===== config.mk =====
export PLATFORM = sky130hd
export DESIGN_NAME = mul_arb_seq
export DESIGN_NICKNAME = d
export VERILOG_FILES = /design/src/rtl/mul_arb_seq.sv
export SDC_FILE = /design/constraint.sdc
export NUM_CORES = 1
export LEC_CHECK = 0
export CAP_MARGIN = 20
export CELL_PAD_IN_SITES_DETAIL_PLACEMENT = 1
export CELL_PAD_IN_SITES_GLOBAL_PLACEMENT = 1
export CORE_ASPECT_RATIO = 0.6
export CORE_MARGIN = 8
export CORE_UTILIZATION = 40
export CTS_BUF_LIST = sky130_fd_sc_hd__clkbuf_2
export DETAILED_ROUTE_END_ITERATION = 12
export GPL_TIMING_DRIVEN = 0
export MAX_ROUTING_LAYER = met4
export PLACE_DENSITY_LB_ADDON = 0.1
export SYNTH_ARGS = -nofsm -noshare
export SYNTH_HDL_FRONTEND = slang
export SYNTH_SLANG_ARGS = --single-unit
export TNS_END_PERCENT = 20

===== constraint.sdc =====
create_clock -name clk -period 3.2 [get_ports clk]
set_input_delay 0.64 -clock clk [delete_from_list [all_inputs] [get_ports clk]]
set_output_delay 0.64 -clock clk [all_outputs]
set_load 0.01 [all_outputs]

===== src/rtl/mul_arb_seq.sv =====
// mul_arb_seq: round-robin shared iterative posit mantissa multiplier with carry normalisation
// Ports:
//   clk, rst_n               clock (rising edge), asynchronous active-low reset
//   reqX_valid/ready/a/b     two requesters, packed operands {is_zero,is_inf,sign,k[N-1:0],mant[N-1:0]}
//   out_valid/ready          result handshake
//   out_tag                  requester ID of the result
//   out_is_zero/is_inf       special result flags
//   out_sign/k/mant          result sign, scale, mantissa (hidden bit at [N-1])
//   busy                     high whenever not IDLE
module mul_arb_seq #(
  parameter int N = 8,
  localparam int W = 2*N+3
) (
  input  logic         clk,
  input  logic         rst_n,
  input  logic         req0_valid,
  output logic         req0_ready,
  input  logic [W-1:0] req0_a,
  input  logic [W-1:0] req0_b,
  input  logic         req1_valid,
  output logic         req1_ready,
  input  logic [W-1:0] req1_a,
  input  logic [W-1:0] req1_b,
  output logic         out_valid,
  input  logic         out_ready,
  output logic         out_tag,
  output logic         out_is_zero,
  output logic         out_is_inf,
  output logic         out_sign,
  output logic [N-1:0] out_k,
  output logic [N-1:0] out_mant,
  output logic         busy
);
  localparam int CW = (N > 2) ? $clog2(N) : 1;
  typedef enum logic [1:0] {IDLE, MUL, NORM, DONE} state_t;
  state_t state_q, state_d;
  logic rr_q, rr_d, tag_q, tag_d;
  logic [2*N:0] a_q, a_d, b_q, b_d;
  logic [2*N-1:0] acc_q, acc_d, acc_adj;
  logic [CW-1:0] cnt_q, cnt_d;
  logic out_tag_q, out_tag_d, out_is_zero_q, out_is_zero_d, out_is_inf_q, out_is_inf_d;
  logic out_sign_q, out_sign_d;
  logic [N-1:0] out_k_q, out_k_d, out_mant_q, out_mant_d;
  logic idle, gnt0, gnt1, sel_zero, sel_inf;
  logic [W-1:0] sel_a, sel_b;
  // rr_q=0 favours req0; a lone requester always wins
  assign idle = state_q == IDLE;
  assign gnt0 = req0_valid & (~req1_valid | ~rr_q);
  assign gnt1 = req1_valid & (~req0_valid | rr_q);
  assign req0_ready = idle & gnt0;
  assign req1_ready = idle & gnt1;
  assign sel_a = gnt1 ? req1_a : req0_a;
  assign sel_b = gnt1 ? req1_b : req0_b;
  assign sel_inf = sel_a[2*N+1] | sel_b[2*N+1];
  assign sel_zero = sel_a[2*N+2] | sel_b[2*N+2];
  // product of two 1.f mantissas is in [1,4); a set top bit means one extra integer bit
  assign acc_adj = acc_q[2*N-1] ? acc_q >> 1 : acc_q;
  assign out_valid = state_q == DONE;
  assign busy = ~idle;
  assign out_tag = out_tag_q;
  assign out_is_zero = out_is_zero_q;
  assign out_is_inf = out_is_inf_q;
  assign out_sign = out_sign_q;
  assign out_k = out_k_q;
  assign out_mant = out_mant_q;
  always_comb begin
    state_d = state_q;
    rr_d = rr_q;
    tag_d = tag_q;
    a_d = a_q;
    b_d = b_q;
    acc_d = acc_q;
    cnt_d = cnt_q;
    out_tag_d = out_tag_q;
    out_is_zero_d = out_is_zero_q;
    out_is_inf_d = out_is_inf_q;
    out_sign_d = out_sign_q;
    out_k_d = out_k_q;
    out_mant_d = out_mant_q;
    case (state_q)
      IDLE: if (gnt0 | gnt1) begin
        tag_d = gnt1;
        rr_d = gnt0;
        a_d = sel_a[2*N:0];
        b_d = sel_b[2*N:0];
        acc_d = '0;
        cnt_d = '0;
        state_d = MUL;
        if (sel_inf | sel_zero) begin
          out_tag_d = gnt1;
          out_is_inf_d = sel_inf;
          out_is_zero_d = ~sel_inf;
          out_sign_d = 1'b0;
          out_k_d = '0;
          out_mant_d = '0;
          state_d = DONE;
        end
      end
      MUL: begin
        acc_d = acc_q + (b_q[cnt_q] ? ({{N{1'b0}}, a_q[N-1:0]} << cnt_q) : '0);
        cnt_d = cnt_q + 1'b1;
        state_d = (cnt_q == CW'(N-1)) ? NORM : MUL;
      end
      NORM: begin
        acc_d = acc_adj;
        out_tag_d = tag_q;
        out_is_zero_d = 1'b0;
        out_is_inf_d = 1'b0;
        out_sign_d = a_q[2*N] ^ b_q[2*N];
        out_k_d = a_q[2*N-1:N] + b_q[2*N-1:N] + N'(acc_q[2*N-1]);
        out_mant_d = acc_adj[2*N-2:N-1];
        state_d = DONE;
      end
      DONE: state_d = out_ready ? IDLE : DONE;
      default: state_d = IDLE;
    endcase
  end
  always_ff @(posedge clk or negedge rst_n)
    if (!rst_n) begin
      state_q <= IDLE;
      rr_q <= 1'b0;
      tag_q <= 1'b0;
      a_q <= '0;
      b_q <= '0;
      acc_q <= '0;
      cnt_q <= '0;
      out_tag_q <= 1'b0;
      out_is_zero_q <= 1'b0;
      out_is_inf_q <= 1'b0;
      out_sign_q <= 1'b0;
      out_k_q <= '0;
      out_mant_q <= '0;
    end else begin
      state_q <= state_d;
      rr_q <= rr_d;
      tag_q <= tag_d;
      a_q <= a_d;
      b_q <= b_d;
      acc_q <= acc_d;
      cnt_q <= cnt_d;
      out_tag_q <= out_tag_d;
      out_is_zero_q <= out_is_zero_d;
      out_is_inf_q <= out_is_inf_d;
      out_sign_q <= out_sign_d;
      out_k_q <= out_k_d;
      out_mant_q <= out_mant_d;
    end
endmodule

==> summary.md <==
| Metric | Value |
|---|---|
| Initial antenna violation count | `0` |
| RR Startpoint | `cnt_q[0]` |
| Final cycle utilization of the critical path | `approximately 99%` |
| Finish-stage setup viols | `0` |
| Worst-case clock buffer depth | `2` |
| Most Used Layer, Global Route | `met2` |
| Vias per inst | `5.41` |
| Top cells by area, synth | `dfrtp_1, mux2i_1, ha_1, nand2_1, o21ai_1` |
| Total Routing Usage GR | `20.6%` |
| Sequential area share after synthesis | `38.4%` |
| Combinational power share | `59.1%` |
| Clock Tree Root | `clkbuf_2` |
| Share of layout cells above drive strength 1 | `10.1%` |
| Setup TNS | `0 ps` |
| CP max FO | `7` |
| Worst path arrival time | `3680 ps` |
| CTS clk-pin slew, worst paths | `250 ps` |
| Largest net degree at the start of global routing | `71` |
| # rows | `31` |
| Clk pwr share | `approximately 11%` |
| Synth warn | `0` |
| Cell taking the most area after synthesis | `dfrtp_1` |
| Initial Utilization | `41.3%` |
| Post-synthesis compound-gate area fraction | `19.9%` |
| Worst vdd ir | `0.000282 V` |
| Top cell type's share of synthesized area | `38.4%` |
| Global-route wire length before repair | `26,300 µm` |
| Post-synth EDFFs | `0` |
| CTS tree | `done` |
| Routed WL per cell | `18.8 µm` |
| Unrepaired setup endpoints after global routing | `yes` |
| Core area | `12,100 µm²` |
| Placed cell count | `between 800 and 900` |
| Pint | `2.86 mW` |
| Main synth FF type | `dfrtp_1` |
| Hold/Removal Path Class | `in2async` |
| Die width | `between 150 and 200 µm` |
| Post-synthesis simple-gate area fraction | `14.6%` |
| Worst setup SP type | `register` |
| Clock sink count | `between 70 and 80` |
| Antenna Cells | `0` |
| Worst skew pair latency | `around 580 ps` |
| Tmin final | `between 3000 and 4000 ps` |
| Leak Pwr | `2.91 nW` |
| Vias in the first global route | `4,953` |
| Finished Layout Cells | `846` |
| Multiplexer share of the synthesized area | `a little under an eighth` |
| Sw power | `2.57 mW` |
| Via Count | `4,576` |
| H-Tree Depth | `3` |
| Full die area | `16,500 µm²` |
| Post-Synth XOR/XNOR Area | `2.97%` |
| Final #Nets | `787` |
| Largest family of logic cells by synthesized area | `compound AO/OA/AOI/OAI gates` |
| Post-synth top cells | `nand2_1, dfrtp_1, mux2i_1` |
| Total of max-cap violations | `0` |
| Sequential share of power | `a little under a third` |
| I/O pins | `105` |
| Residual DRC | `0` |
| Min Hold Slack | `386 ps` |
| Synthesized area per cell | `8.98 µm²` |
| Met1 usage | `between 20 and 30%` |
| Switching share of total power | `47.3%` |
| Synthesized flop and latch total | `77` |
| CTS buffer count | `9` |
| Max Clk Rate | `314 MHz` |
| Port Buffer Count | `104` |
| Die Y | `between 100 and 150 µm` |
| Worst EP required | `3690 ps` |
| Status | `finished clean` |
| Final WL | `~16,000 µm` |
| Pwr/cell area | `roughly 820 nW/µm²` |
| Unique masters post-synth | `58` |
| Worst Setup End Kind | `register` |
| Grt met3 use | `4.94%` |
| Synth Area in Adders | `7.94%` |
| Syn Std Cell Area | `5010 µm²` |
| Mapped Cells | `558` |
| Most common cell in the netlist | `nand2_1` |
| Setup CP Type | `reg2reg` |
| Net Count, Synth | `between 600 and 700` |
| First-pass DRT Iterations | `4` |
| DRT iter0 DRCs | `302` |
| Remaining antenna violation count | `0` |
| Max Slew Vio Count | `0` |
| Synthesis-to-finish area growth | `31.3%` |
| Final Hold Fails | `0` |
| Max-slew headroom | `46.0%` |
| Gr ovfl total | `0` |
| Routability-driven placement congestion ratio | `0.843` |
| Routing usage on met2 | `a little under a third` |
| Post-synth ARST share | `100%` |
| Worst-margin pin slew | `805 ps` |
| Post-DP HPWL | `12,800 µm` |
| Clock skew | `31.2 ps` |
| Critical Path Start | `cnt_q[0]` |
## power groups by stage
stage          Sequential (mW)  Combinational (mW)  Clock (mW)
6_report                  1.63                3.21       0.588
5_1_grt                   1.68                3.55       0.641
4_1_cts                   1.62                3.07       0.607
3_5_place_dp              1.63                3.02           0
3_3_place_gp              1.60                2.89           0
2_1_floorplan             1.55                2.04           0
## kinds of logic (layout without fill, tap and decap cells)
| group | Yosys count | in the layout |
|---|---|---|
| buf+inv | 55 | 178 |
| flops | 77 | 77 |
| xor+xnor | 17 | 17 |
| compound gates | 161 | 161 |
| mux | 54 | 54 |
| simple gates | 164 | 164 |
| fa+ha+maj | 30 | 30 |
## worst max-delay path, cell delays in order (launching register included)
cell	delay, ps
dfrtp_1	430
buf_6	150
mux4_2	550
nand2_4	100
and2_4	140
buf_6	110
nor2_1	50
ha_1	290
buf_6	140
a21oi_4	150
o211ai_1	180
o32ai_2	320
o41ai_2	130
xnor2_1	260
o21ai_1	90
## per-layer routing
layer	part of all wire, %	routed length (µm)
met5	0	0
met4	0.56	89
met3	4.7	741
met2	42	6690
met1	53	8370
## flip-flops by register name, summed over array words and instances (netlist names)
name / count
b_q: 17
tag_q: 1
state_q: 2
acc_q: 16
out_tag: 1
cnt_q: 3
a_q: 17
rr_q: 1
out_is_inf: 1
out_is_zero: 1
out_k: 8
out_mant: 8
out_sign: 1
## path summary, 6_finish.rpt
check / end / slack (ps) / depth (start not counted)
min in group clk: out_mant[7] / 520 / 2
max in group asynchronous: cnt_q[1] / 2220 / 3
worst max register to register: acc_q[13] / 20 / 14
worst min register to register: out_mant[7] / 520 / 2
worst min-delay path: acc_q[5] / 390 / 2
worst max-delay path: acc_q[13] / 20 / 14
## metrics by stage
step / power, mW / worst slack [ps] / cell area, µm² / utilization (%)
2_1_floorplan: 3.60 / 345 / 5010 / -
3_3_place_gp: 4.49 / -1310 / 6260 / 51.6
3_5_place_dp: 4.65 / -234 / 6280 / 51.8
4_1_cts: 5.30 / 12.9 / 6460 / 53.2
5_1_grt: 5.88 / -72.8 / 6580 / 54.2
6_report: 5.43 / 17.5 / 6580 / 54.2
## placed cells by master, fill, tap and decap left out, types with 6 or more instances in the layout
| master | n |
|---|---|
| clkbuf_1 | 13 |
| clkdlybuf4s50_1 | 102 |
| nor2_1 | 37 |
| buf_4 | 8 |
| o21ai_1 | 36 |
| xnor2_1 | 12 |
| o21ai_0 | 30 |
| nand3_1 | 11 |
| mux2i_1 | 47 |
| ha_1 | 24 |
| nor3_1 | 7 |
| a22oi_1 | 8 |
| o31ai_1 | 10 |
| inv_1 | 22 |
| clkbuf_2 | 9 |
| buf_2 | 6 |
| a22o_1 | 11 |
| nand2b_1 | 6 |
| nand2_1 | 78 |
| dfrtp_1 | 76 |
| a21oi_1 | 30 |
## final cells by class
class                           instances  area, µm²
Clock inverter                          7       80.1
Inverter                               24       90.1
Tap cell                              165        206
Buffer                                 29        169
Clock buffer                            9       45.0
Sequential cell                        77       1930
Timing Repair Buffer                  109       1100
Fill cell                            1440       5560
Multi-Input combinational cell        426       2960
## timing repair
item | 4_1_cts | 5_1_grt
buffers inserted | 0 | 3
resized for setup | 13 | 25
endpoints found under the hold margin | 7 | 0
hold buffers | 1 | 0
pin swaps | 1 | 8
endpoints found under the setup margin | 10 | 10
gates cloned | 0 | 0
No activity file was read; power rests on OpenSTA's default activity.
